--- config.mk ---
export PLATFORM = sky130hd
export DESIGN_NAME = shuttle_ctrl
export DESIGN_NICKNAME = d
export VERILOG_FILES = /design/src/rtl/shuttle_ctrl.sv
export SDC_FILE = /design/constraint.sdc
export NUM_CORES = 1
export LEC_CHECK = 0
export ABC_CLOCK_PERIOD_IN_PS = 4100
export CORE_ASPECT_RATIO = 2
export CORE_UTILIZATION = 40
export DETAILED_ROUTE_END_ITERATION = 6
export GPL_TIMING_DRIVEN = 0
export PLACE_DENSITY = 0.61
export SYNTH_ARGS = -nofsm -noshare
export SYNTH_HDL_FRONTEND = slang
export SYNTH_SLANG_ARGS = --single-unit
--- constraint.sdc ---
create_clock -name clk -period 4.1 [get_ports clk]
set_input_delay 0.82 -clock clk [delete_from_list [all_inputs] [get_ports clk]]
set_output_delay 0.82 -clock clk [all_outputs]
set_load 0.05 [all_outputs]
--- src/rtl/shuttle_ctrl.sv ---
// shuttle_ctrl: two-terminal shuttle controller. Passengers queue at stop 0 (A)
// and stop NUM_STOPS-1 (B). The shuttle boards them, moves one stop per step
// tick, burns fuel per passenger, refuels at terminals and at the gas stop, and
// collects fares. All shuttle state advances only on step ticks. The queues
// update on every clock edge.
module shuttle_ctrl #(
  parameter int NUM_STOPS  = 7,
  parameter int GAS_POS    = 3,
  parameter int CAP        = 2,
  parameter int FARE_UP    = 30,
  parameter int FARE_DOWN  = 20,
  parameter int REV_MAX    = 90,
  parameter int GAS_MAX    = 20,
  parameter int GAS_REFILL = 10,
  parameter int GAS_COST   = 10,
  parameter int GAS_BURN   = 5,
  parameter int TICK_DIV   = 2**26,
  localparam int CW = $clog2(CAP + 1),
  localparam int RW = $clog2(REV_MAX + 1),
  localparam int GW = $clog2(GAS_MAX + 1)
) (
  input  logic                 clk,
  input  logic                 rst,
  input  logic                 arrive_a,
  input  logic                 arrive_b,
  output logic [CW-1:0]        wait_a,
  output logic [CW-1:0]        wait_b,
  output logic [CW-1:0]        bus_pass,
  output logic [NUM_STOPS-1:0] pos,
  output logic                 dir,
  output logic [RW-1:0]        revenue,
  output logic [GW-1:0]        gas,
  output logic [2:0]           state,
  output logic                 step
);

  localparam int TW   = $clog2(TICK_DIV);
  localparam int FMAX = (FARE_UP > FARE_DOWN) ? FARE_UP : FARE_DOWN;
  localparam int AW   = $clog2(REV_MAX + CAP*FMAX + GAS_MAX + GAS_REFILL
                               + GAS_COST + CAP*GAS_BURN + 1) + 1;

  typedef enum logic [2:0] {
    S_WAIT     = 3'd0,
    S_BOARD    = 3'd1,
    S_REFUEL_T = 3'd2,
    S_DRIVE    = 3'd3,
    S_BURN_T   = 3'd4,
    S_ALIGHT   = 3'd5,
    S_BURN_G   = 3'd6,
    S_REFUEL_G = 3'd7
  } state_t;

  state_t               st, st_nx;
  logic [TW-1:0]        cnt;
  logic [CW-1:0]        bp_nx, here, other, qa_base, qb_base, qa_nx, qb_nx;
  logic [NUM_STOPS-1:0] pos_nx;
  logic                 dir_nx, at_a, clr_a, clr_b;
  logic [RW-1:0]        rev_nx;
  logic [GW-1:0]        gas_nx;
  logic [AW-1:0]        fare, sum, burn;

  assign step  = (cnt == TW'(TICK_DIV - 1));
  assign state = st;

  // Next-state and datapath decisions, evaluated from the current registers
  always_comb begin
    st_nx  = st;
    bp_nx  = bus_pass;
    pos_nx = pos;
    dir_nx = dir;
    rev_nx = revenue;
    gas_nx = gas;
    clr_a  = 1'b0;
    clr_b  = 1'b0;
    sum    = '0;
    burn   = '0;
    at_a   = pos[0];
    here   = at_a ? wait_a : wait_b;
    other  = at_a ? wait_b : wait_a;
    fare   = at_a ? AW'(FARE_UP) : AW'(FARE_DOWN);
    case (st)
      S_WAIT: begin
        if (here != '0) begin
          st_nx = S_BOARD;
        end else if (other != '0) begin
          st_nx  = S_DRIVE;
          dir_nx = ~at_a;
        end
      end
      S_BOARD: begin
        bp_nx  = here;
        sum    = AW'(revenue) + AW'(here) * fare;
        rev_nx = (sum > AW'(REV_MAX)) ? RW'(REV_MAX) : RW'(sum);
        dir_nx = ~at_a;
        clr_a  = at_a;
        clr_b  = ~at_a;
        st_nx  = S_REFUEL_T;
      end
      S_REFUEL_T, S_REFUEL_G: begin
        if (gas < GW'(GAS_MAX) && AW'(revenue) >= AW'(GAS_COST)) begin
          sum    = AW'(gas) + AW'(GAS_REFILL);
          gas_nx = (sum > AW'(GAS_MAX)) ? GW'(GAS_MAX) : GW'(sum);
          rev_nx = RW'(AW'(revenue) - AW'(GAS_COST));
        end else begin
          st_nx = S_DRIVE;
        end
      end
      S_DRIVE: begin
        pos_nx = dir ? (pos >> 1) : (pos << 1);
        if (pos_nx[0] || pos_nx[NUM_STOPS-1]) begin
          st_nx = (bus_pass != '0) ? S_BURN_T : S_WAIT;
        end else if (pos_nx[GAS_POS] && bus_pass != '0) begin
          st_nx = S_BURN_G;
        end
      end
      S_BURN_T, S_BURN_G: begin
        burn   = AW'(bus_pass) * AW'(GAS_BURN);
        gas_nx = (AW'(gas) > burn) ? GW'(AW'(gas) - burn) : '0;
        st_nx  = (st == S_BURN_T) ? S_ALIGHT : S_REFUEL_G;
      end
      S_ALIGHT: begin
        if (bus_pass <= CW'(1)) begin
          bp_nx = '0;
          st_nx = S_WAIT;
        end else begin
          bp_nx = bus_pass - CW'(1);
        end
      end
      default: st_nx = S_WAIT;
    endcase
  end

  // Queue next values: a boarding clear applies before a same-edge arrival is counted
  always_comb begin
    qa_base = (step && clr_a) ? '0 : wait_a;
    qb_base = (step && clr_b) ? '0 : wait_b;
    qa_nx   = (arrive_a && qa_base != CW'(CAP)) ? qa_base + CW'(1) : qa_base;
    qb_nx   = (arrive_b && qb_base != CW'(CAP)) ? qb_base + CW'(1) : qb_base;
  end

  // Tick divider and passenger queues, updated every clock
  always_ff @(posedge clk or negedge rst) begin
    if (!rst) begin
      cnt    <= '0;
      wait_a <= '0;
      wait_b <= '0;
    end else begin
      cnt    <= step ? '0 : cnt + TW'(1);
      wait_a <= qa_nx;
      wait_b <= qb_nx;
    end
  end

  // Shuttle registers, advanced once per step tick
  always_ff @(posedge clk or negedge rst) begin
    if (!rst) begin
      st       <= S_WAIT;
      bus_pass <= '0;
      pos      <= NUM_STOPS'(1);
      dir      <= 1'b0;
      revenue  <= '0;
      gas      <= '0;
    end else if (step) begin
      st       <= st_nx;
      bus_pass <= bp_nx;
      pos      <= pos_nx;
      dir      <= dir_nx;
      revenue  <= rev_nx;
      gas      <= gas_nx;
    end
  end

endmodule

==> impl_metrics.json, run 1 <==
{
  "gp_congestion": 0.852,
  "post-route-min-period_ns": 3.59,
  "first_global_vias": 3011,
  "core_um2": 8650,
  "nNetsFinal": 453,
  "dr.first_iter.drc_count": 126,
  "cts_tree": "done",
  "power.share.switching": 0.329,
  "clkSinkCount": 54,
  "setup-tns-final_ns": 0,
  "synth_largest_area_cell": "dfrtp_1",
  "hold_class": "flip-flop to flip-flop",
  "rrSetupSlack_ns": 0.51,
  "rsz0062_at_grt": "no",
  "slew_violations": 0,
  "synth_nets": 414,
  "cp_cell_sequence": "clkbuf_1, mux2i_1, fa_1, inv_1, ha_1, fa_1, and2_1, o21ai_0, mux2_2, o41ai_1, a21oi_1",
  "post_drt_via_cell_ratio": 5.61,
  "max-clock-path-buffers": 2,
  "num_rows": 48,
  "cts_max_level": 2,
  "slowest_stage": "fa_1",
  "max_cap_viol_count": 0,
  "async_flop_share": 1.00,
  "pwr_density_cell_nw_per_um2": 333,
  "layout-drive-gt1-share": 0.0816,
  "min_from": "cnt[0]",
  "die_w_um": 68.8,
  "tightest_slew_ns": 0.701,
  "multi_input_area_um2": 2030,
  "yosys-top-cells-count": "53 x dfrtp_1, 41 x nor2_1, 26 x inv_1",
  "area_growth_pct": 17.2,
  "start_util": 0.412,
  "rr_endpoint": "revenue[6]",
  "grt_overflow": 0,
  "yosysWarnings": 0,
  "min_to": "cnt[0]",
  "fmax_ghz": 0.279,
  "dr.pass1.iters": 5,
  "ir_worst_vdd_mv": 0.209,
  "io_buffers": 32,
  "dp_hpwl_um": 6680,
  "setup_slack_ns": 0.509,
  "p_switching_w": 0.000458,
  "clkPwrFrac": 0.326,
  "cp_common_cell": "fa_1",
  "cp_max_fo": 9,
  "hold_slack_ns": 0.464,
  "hold_depth": 1,
  "r2r_cells": 11,
  "syn_inst": 389,
  "insertion_delay_ns": 0.30,
  "seqPwrFrac": 0.410,
  "arrival_ns": 3.76,
  "boundaryPins": 34,
  "diodes": 0,
  "fin_util": 0.483,
  "n_fill_cell": 853,
  "cp.required_ns": 4.27,
  "finClkSkew_ns": 0.00630,
  "cts_root_buffer": "clkbuf_16",
  "crit_type": "flip-flop to flip-flop",
  "finalSetupViolations": 0,
  "ys_seq_elements": 54,
  "die_area_um2": 9320,
  "cpPeakStageDelay_ns": 0.54,
  "cts.repair.resized": 0,
  "vias": 2970,
  "grt_pass1_wl_um": 14100,
  "cts_buffers": 5,
  "antenna_left": 0,
  "cp-end-kind": "flip-flop",
  "total_power_w": 0.00139,
  "cp-start-kind": "flip-flop",
  "grt_usage": 0.204,
  "yosysMostFrequentCell": "dfrtp_1",
  "layout.area.seq_um2": 1350,
  "syn-cell-area_um2": 3570,
  "yosysSeqAreaShare": 0.379,
  "hold_viol": 0,
  "synth_top_area_share": 0.372,
  "leakage_nw": 1.85,
  "maxSlewHeadroom": 0.529,
  "timing.rr.start": "wait_a[0]",
  "routedWlPerCell_um": 16.0,
  "drt_drc_violations_left": 0,
  "pwr-share-comb": 0.263,
  "preCtsSetupSlack_ns": 0.264,
  "antenna_found_initial": 0,
  "synth-main-ff-cell": "dfrtp_1",
  "power.internal_w": 0.000932,
  "postCtsSetupBuffers": 0,
  "synth_edf_count": 0,
  "synth_area_per_cell_um2": 9.17,
  "grt_max_degree": 31,
  "die-height_um": 136,
  "path_clk_slew_ns": 0.07,
  "outcome": "completed",
  "fin_crit_sh": 0.876,
  "synth_cell_types": 62,
  "synthTopCellsByArea": "dfrtp_1 37%, ha_1 6.0%, nor2_1 4.3%",
  "totalWireLength_um": 8460
}
per-stage QoR:
stage	cells	area, um^2
after global routing	529	4180
after CTS	530	4180
after floorplan	389	3570
final	529	4180
after detailed placement	522	4030
after global placement	521	4010
critical path, delay by kind of cell (launching register included):
family | cells | cell delay (ns)
adders and majority gates | 3 | 1.18
AOI/OAI and AO/OA | 3 | 0.72
muxes | 2 | 0.64
buffers and inverters | 2 | 0.38
DFF | 1 | 0.35
and+or+nand+nor | 1 | 0.19
timing repair:
action,in CTS,in global routing
endpoints found under the setup margin,0,1
hold buffers,0,0
hold endpoints to repair,0,0
area by class of cell:
cell class,count,area share
buffer,16,0.0198
timing repair buffer,33,0.0803
inverter,26,0.0234
clock inverter,2,0.00389
sequential,54,0.324
clock buffer,6,0.0332
tap,100,0.0299
multi-input combinational,292,0.486
state kept, by name (all words and copies together) (netlist names):
register,flops
cnt,26
pos,7
bus_pass,2
revenue,6
state,3
dir,1
wait_a,2
wait_b,2
gas,5
worst max path at each step:
stage                  to  slack [ns]       from  cells after the start
6_report       revenue[6]        0.51  wait_a[0]                     11
5_1_grt        revenue[6]        0.27  wait_a[0]                     11
4_1_cts        revenue[6]        0.25     pos[0]                     11
3_5_place_dp   revenue[6]        0.26     pos[0]                     11
3_3_place_gp   revenue[6]        0.24     pos[0]                     11
2_1_floorplan  revenue[6]        0.54     pos[0]                     11
cell families (layout without fill, tap and decap cells):
kind of cell             after synthesis  count (layout)  synth area share
AND/OR/NAND/NOR                      142             142             0.222
AO/OA/AOI/OAI                         90              90             0.167
flip-flops                            54              54             0.379
buffers and inverters                 43              83            0.0516
XOR/XNOR                              30              30            0.0737
adder cells (fa/ha/maj)               21              21            0.0821
multiplexers                           8               8            0.0228
other                                  1               1           0.00105
power groups by stage:
stage | registers, W | clock network (W) | logic [W]
3_5_place_dp | 0.000582 | 0 | 0.000369
4_1_cts | 0.000571 | 0.000470 | 0.000369
6_report | 0.000571 | 0.000454 | 0.000366
3_3_place_gp | 0.000582 | 0 | 0.000359
2_1_floorplan | 0.000647 | 0 | 0.000191
5_1_grt | 0.000573 | 0.000492 | 0.000400
cell usage in the layout, fill, tap and decap left out, drive strengths merged, types with 3 or more instances in the layout:
| cell | n |
|---|---|
| nor3 | 8 |
| clkdlybuf4s50 | 31 |
| xnor2 | 14 |
| and2 | 4 |
| nand3b | 3 |
| a211oi | 3 |
| nor4 | 5 |
| ha | 17 |
| and4 | 5 |
| a21o | 4 |
| xor2 | 16 |
| dfrtp | 53 |
| nor2 | 41 |
| nand2b | 8 |
| clkbuf | 13 |
| nand2 | 26 |
| a221oi | 3 |
| buf | 11 |
| fa | 4 |
| mux2i | 7 |
| nand3 | 18 |
| o21a | 6 |
| o21ai | 21 |
| a21oi | 25 |
| a31o | 3 |
| inv | 27 |
| a31oi | 3 |
| and3 | 9 |
| nor2b | 4 |
| nand4 | 9 |
per-layer routing:
metal  wire length [um]  part of all wire  GRT usage  vias up
met5                  0                 0          0        -
met4                346             0.041      0.113        0
met3                172             0.020     0.0337       24
met2               4910              0.58      0.383       53
met1               3030              0.36      0.196     1433
li1                   -                 -          -     1460
Note: power is estimated with default switching activity, not from simulation.
==> run 2, diff against run 1 <==
- CORE_UTILIZATION: 40 -> 58
- PLACE_DENSITY: 0.61 -> 0.83
==> run 2 against run 1 <==
  * The flow now finishes with violations (design-rule violations)
  * Power increased by 4.1%
  * Clock skew about the same
  * Cell count is 6.8% lower
  * Highest routed layer unchanged
  * Worst hold slack better by 0.0045 ns
  * Design area fell by 0.48%
  * Die area shrank 30%
  * Core utilization is 22 points higher
  * Largest cell class unchanged
  * First-iteration DRC count is 3.2% lower
  * Non-clock buffer count up 1
==> impl_metrics.json, run 2 (synthesis results as in run 1) <==
{
  "grt_pass1_wl_um": 14300,
  "layout-drive-gt1-share": 0.0814,
  "cp.required_ns": 4.27,
  "busiest_layer": "met2",
  "leakage_nw": 1.87,
  "tightest_slew_ns": 0.733,
  "cts_max_level": 2,
  "grt_max_degree": 29,
  "hold_depth": 1,
  "fmax_ghz": 0.262,
  "holdBufCountCts": 0,
  "layout_commonest_cell": "dfrtp_1",
  "vias": 3003,
  "grt_util_met3": 0.0389,
  "ir_worst_vdd_mv": 0.247,
  "crit_type": "flip-flop to flip-flop",
  "post_drt_via_cell_ratio": 6.09,
  "cp-start-kind": "flip-flop",
  "largest_reg_flops": 26,
  "slowest_stage": "dfstp_2",
  "dr.pass1.iters": 6,
  "cts_root_buffer": "clkbuf_16",
  "rsz0062_at_grt": "no",
  "max-clock-path-buffers": 2,
  "top_register": "cnt",
  "grt_use_met2": 0.521,
  "setup_slack_ns": 0.288,
  "outcome": "finished, violations left",
  "path_clk_slew_ns": 0.07,
  "cts_tree": "done",
  "drt_drc_violations_left": 1,
  "crit_family": "adder cells",
  "cp-end-kind": "flip-flop",
  "start_util": 0.599,
  "arrival_ns": 3.99,
  "die-height_um": 113,
  "dr.first_iter.drc_count": 122,
  "cpPeakStageDelay_ns": 0.58,
  "first_global_vias": 3187,
  "core_um2": 5960,
  "totalWireLength_um": 8130,
  "r2r_cells": 11,
  "antenna_left": 0,
  "postCtsSetupBuffers": 0,
  "violations": "design-rule violations",
  "area_growth_pct": 16.6,
  "finalSetupViolations": 0,
  "antenna_found_initial": 0,
  "cp_cell_sequence": "buf_1, mux2i_1, fa_1, inv_1, ha_1, fa_1, and2_1, o21ai_0, mux2_2, o41ai_1, a21oi_1",
  "maxSlewHeadroom": 0.508,
  "path_buf_inv": 2,
  "dp_hpwl_um": 6300,
  "clkSinkCount": 54,
  "routedWlPerCell_um": 16.5,
  "finClkSkew_ns": 0.00584,
  "post-route-min-period_ns": 3.81,
  "hold_slack_ns": 0.468,
  "die_area_um2": 6480,
  "grt_usage": 0.283,
  "pwr_density_cell_nw_per_um2": 348,
  "final_cell_mix": "53 x dfrtp_1, 41 x nor2_1, 31 x clkdlybuf4s50_1",
  "fin_crit_sh": 0.930,
  "critical_path_depth": 11,
  "gp_congestion": 0.935,
  "num_rows": 40,
  "insertion_delay_ns": 0.30,
  "preCtsSetupSlack_ns": 0.329,
  "cp_common_cell": "fa_1",
  "setup-tns-final_ns": 0,
  "grt_overflow": 0,
  "use_met1": 0.292,
  "fin_util": 0.698,
  "max_cap_viol_count": 0,
  "slew_violations": 0,
  "cts.repair.resized": 0,
  "cp_max_fo": 10,
  "nNetsFinal": 454,
  "die_w_um": 57.4,
  "hold_viol": 0,
  "reg.largest.list": "cnt x26, pos x7, revenue x6",
  "diodes": 0,
  "hold_class": "flip-flop to flip-flop",
  "cts_buffers": 5,
  "io_buffers": 32,
  "boundaryPins": 34
}
-- run 2: cell types whose count changed in the layout (fill, tap and decap cells not counted), sizes merged --
cell | previous run | this run
buf | 11 | 12
bufinv | 0 | 1
clkinvlp | 1 | 0
-- run 2: worst paths after layout --
check | slack, ns | endpoint | from
hold / removal | 0.47 | cnt[0] | cnt[0]
setup / recovery | 0.29 | revenue[6] | pos[0]
setup reg to reg | 0.29 | revenue[6] | pos[0]
hold reg to reg | 0.47 | cnt[0] | cnt[0]
min in group asynchronous | 0.55 | gas[2] | rst
max in group asynchronous | 2.98 | cnt[25] | rst
-- run 2: where the power goes --
part	total, W	switching [W]	internal (W)
combinational	0.000375	0.000240	0.000135
clock	0.000502	0.000195	0.000307
sequential	0.000570	0.0000169	0.000553
total	0.00145	0.000452	0.000995
-- run 2: final cells by class --
cell class	count	area [um^2]
fillers	480	1800
inverters	26	97.6
clock inverters	2	38.8
clock buffers	6	139
flip-flops and latches	54	1350
well taps	63	78.8
repair buffers	33	335
plain buffers	17	86.3
multi-input cells	292	2030
-- run 2: through the flow --
step,instance area (um^2),cells,total power [W]
final,4160,493,0.00145
after global routing,4160,493,0.00151
after CTS,4160,493,0.00146
after detailed placement,3980,485,0.000952
after global placement,3970,484,0.000932
after floorplan,3570,389,0.000838
-- run 2: per-layer routing --
metal | up-vias | part of all wire
li1 | 1460 | -
met1 | 1461 | 0.37
met2 | 62 | 0.57
met3 | 20 | 0.028
met4 | 0 | 0.037
met5 | - | 0
-- run 2: worst register-to-register path, cell delays in order (launching register included) --
cell and delay (ns):
dfstp_2 0.58, buf_1 0.39, mux2i_1 0.25, fa_1 0.53, inv_1 0.04, ha_1 0.23
fa_1 0.44, and2_1 0.20, o21ai_0 0.27, mux2_2 0.38, o41ai_1 0.25, a21oi_1 0.12
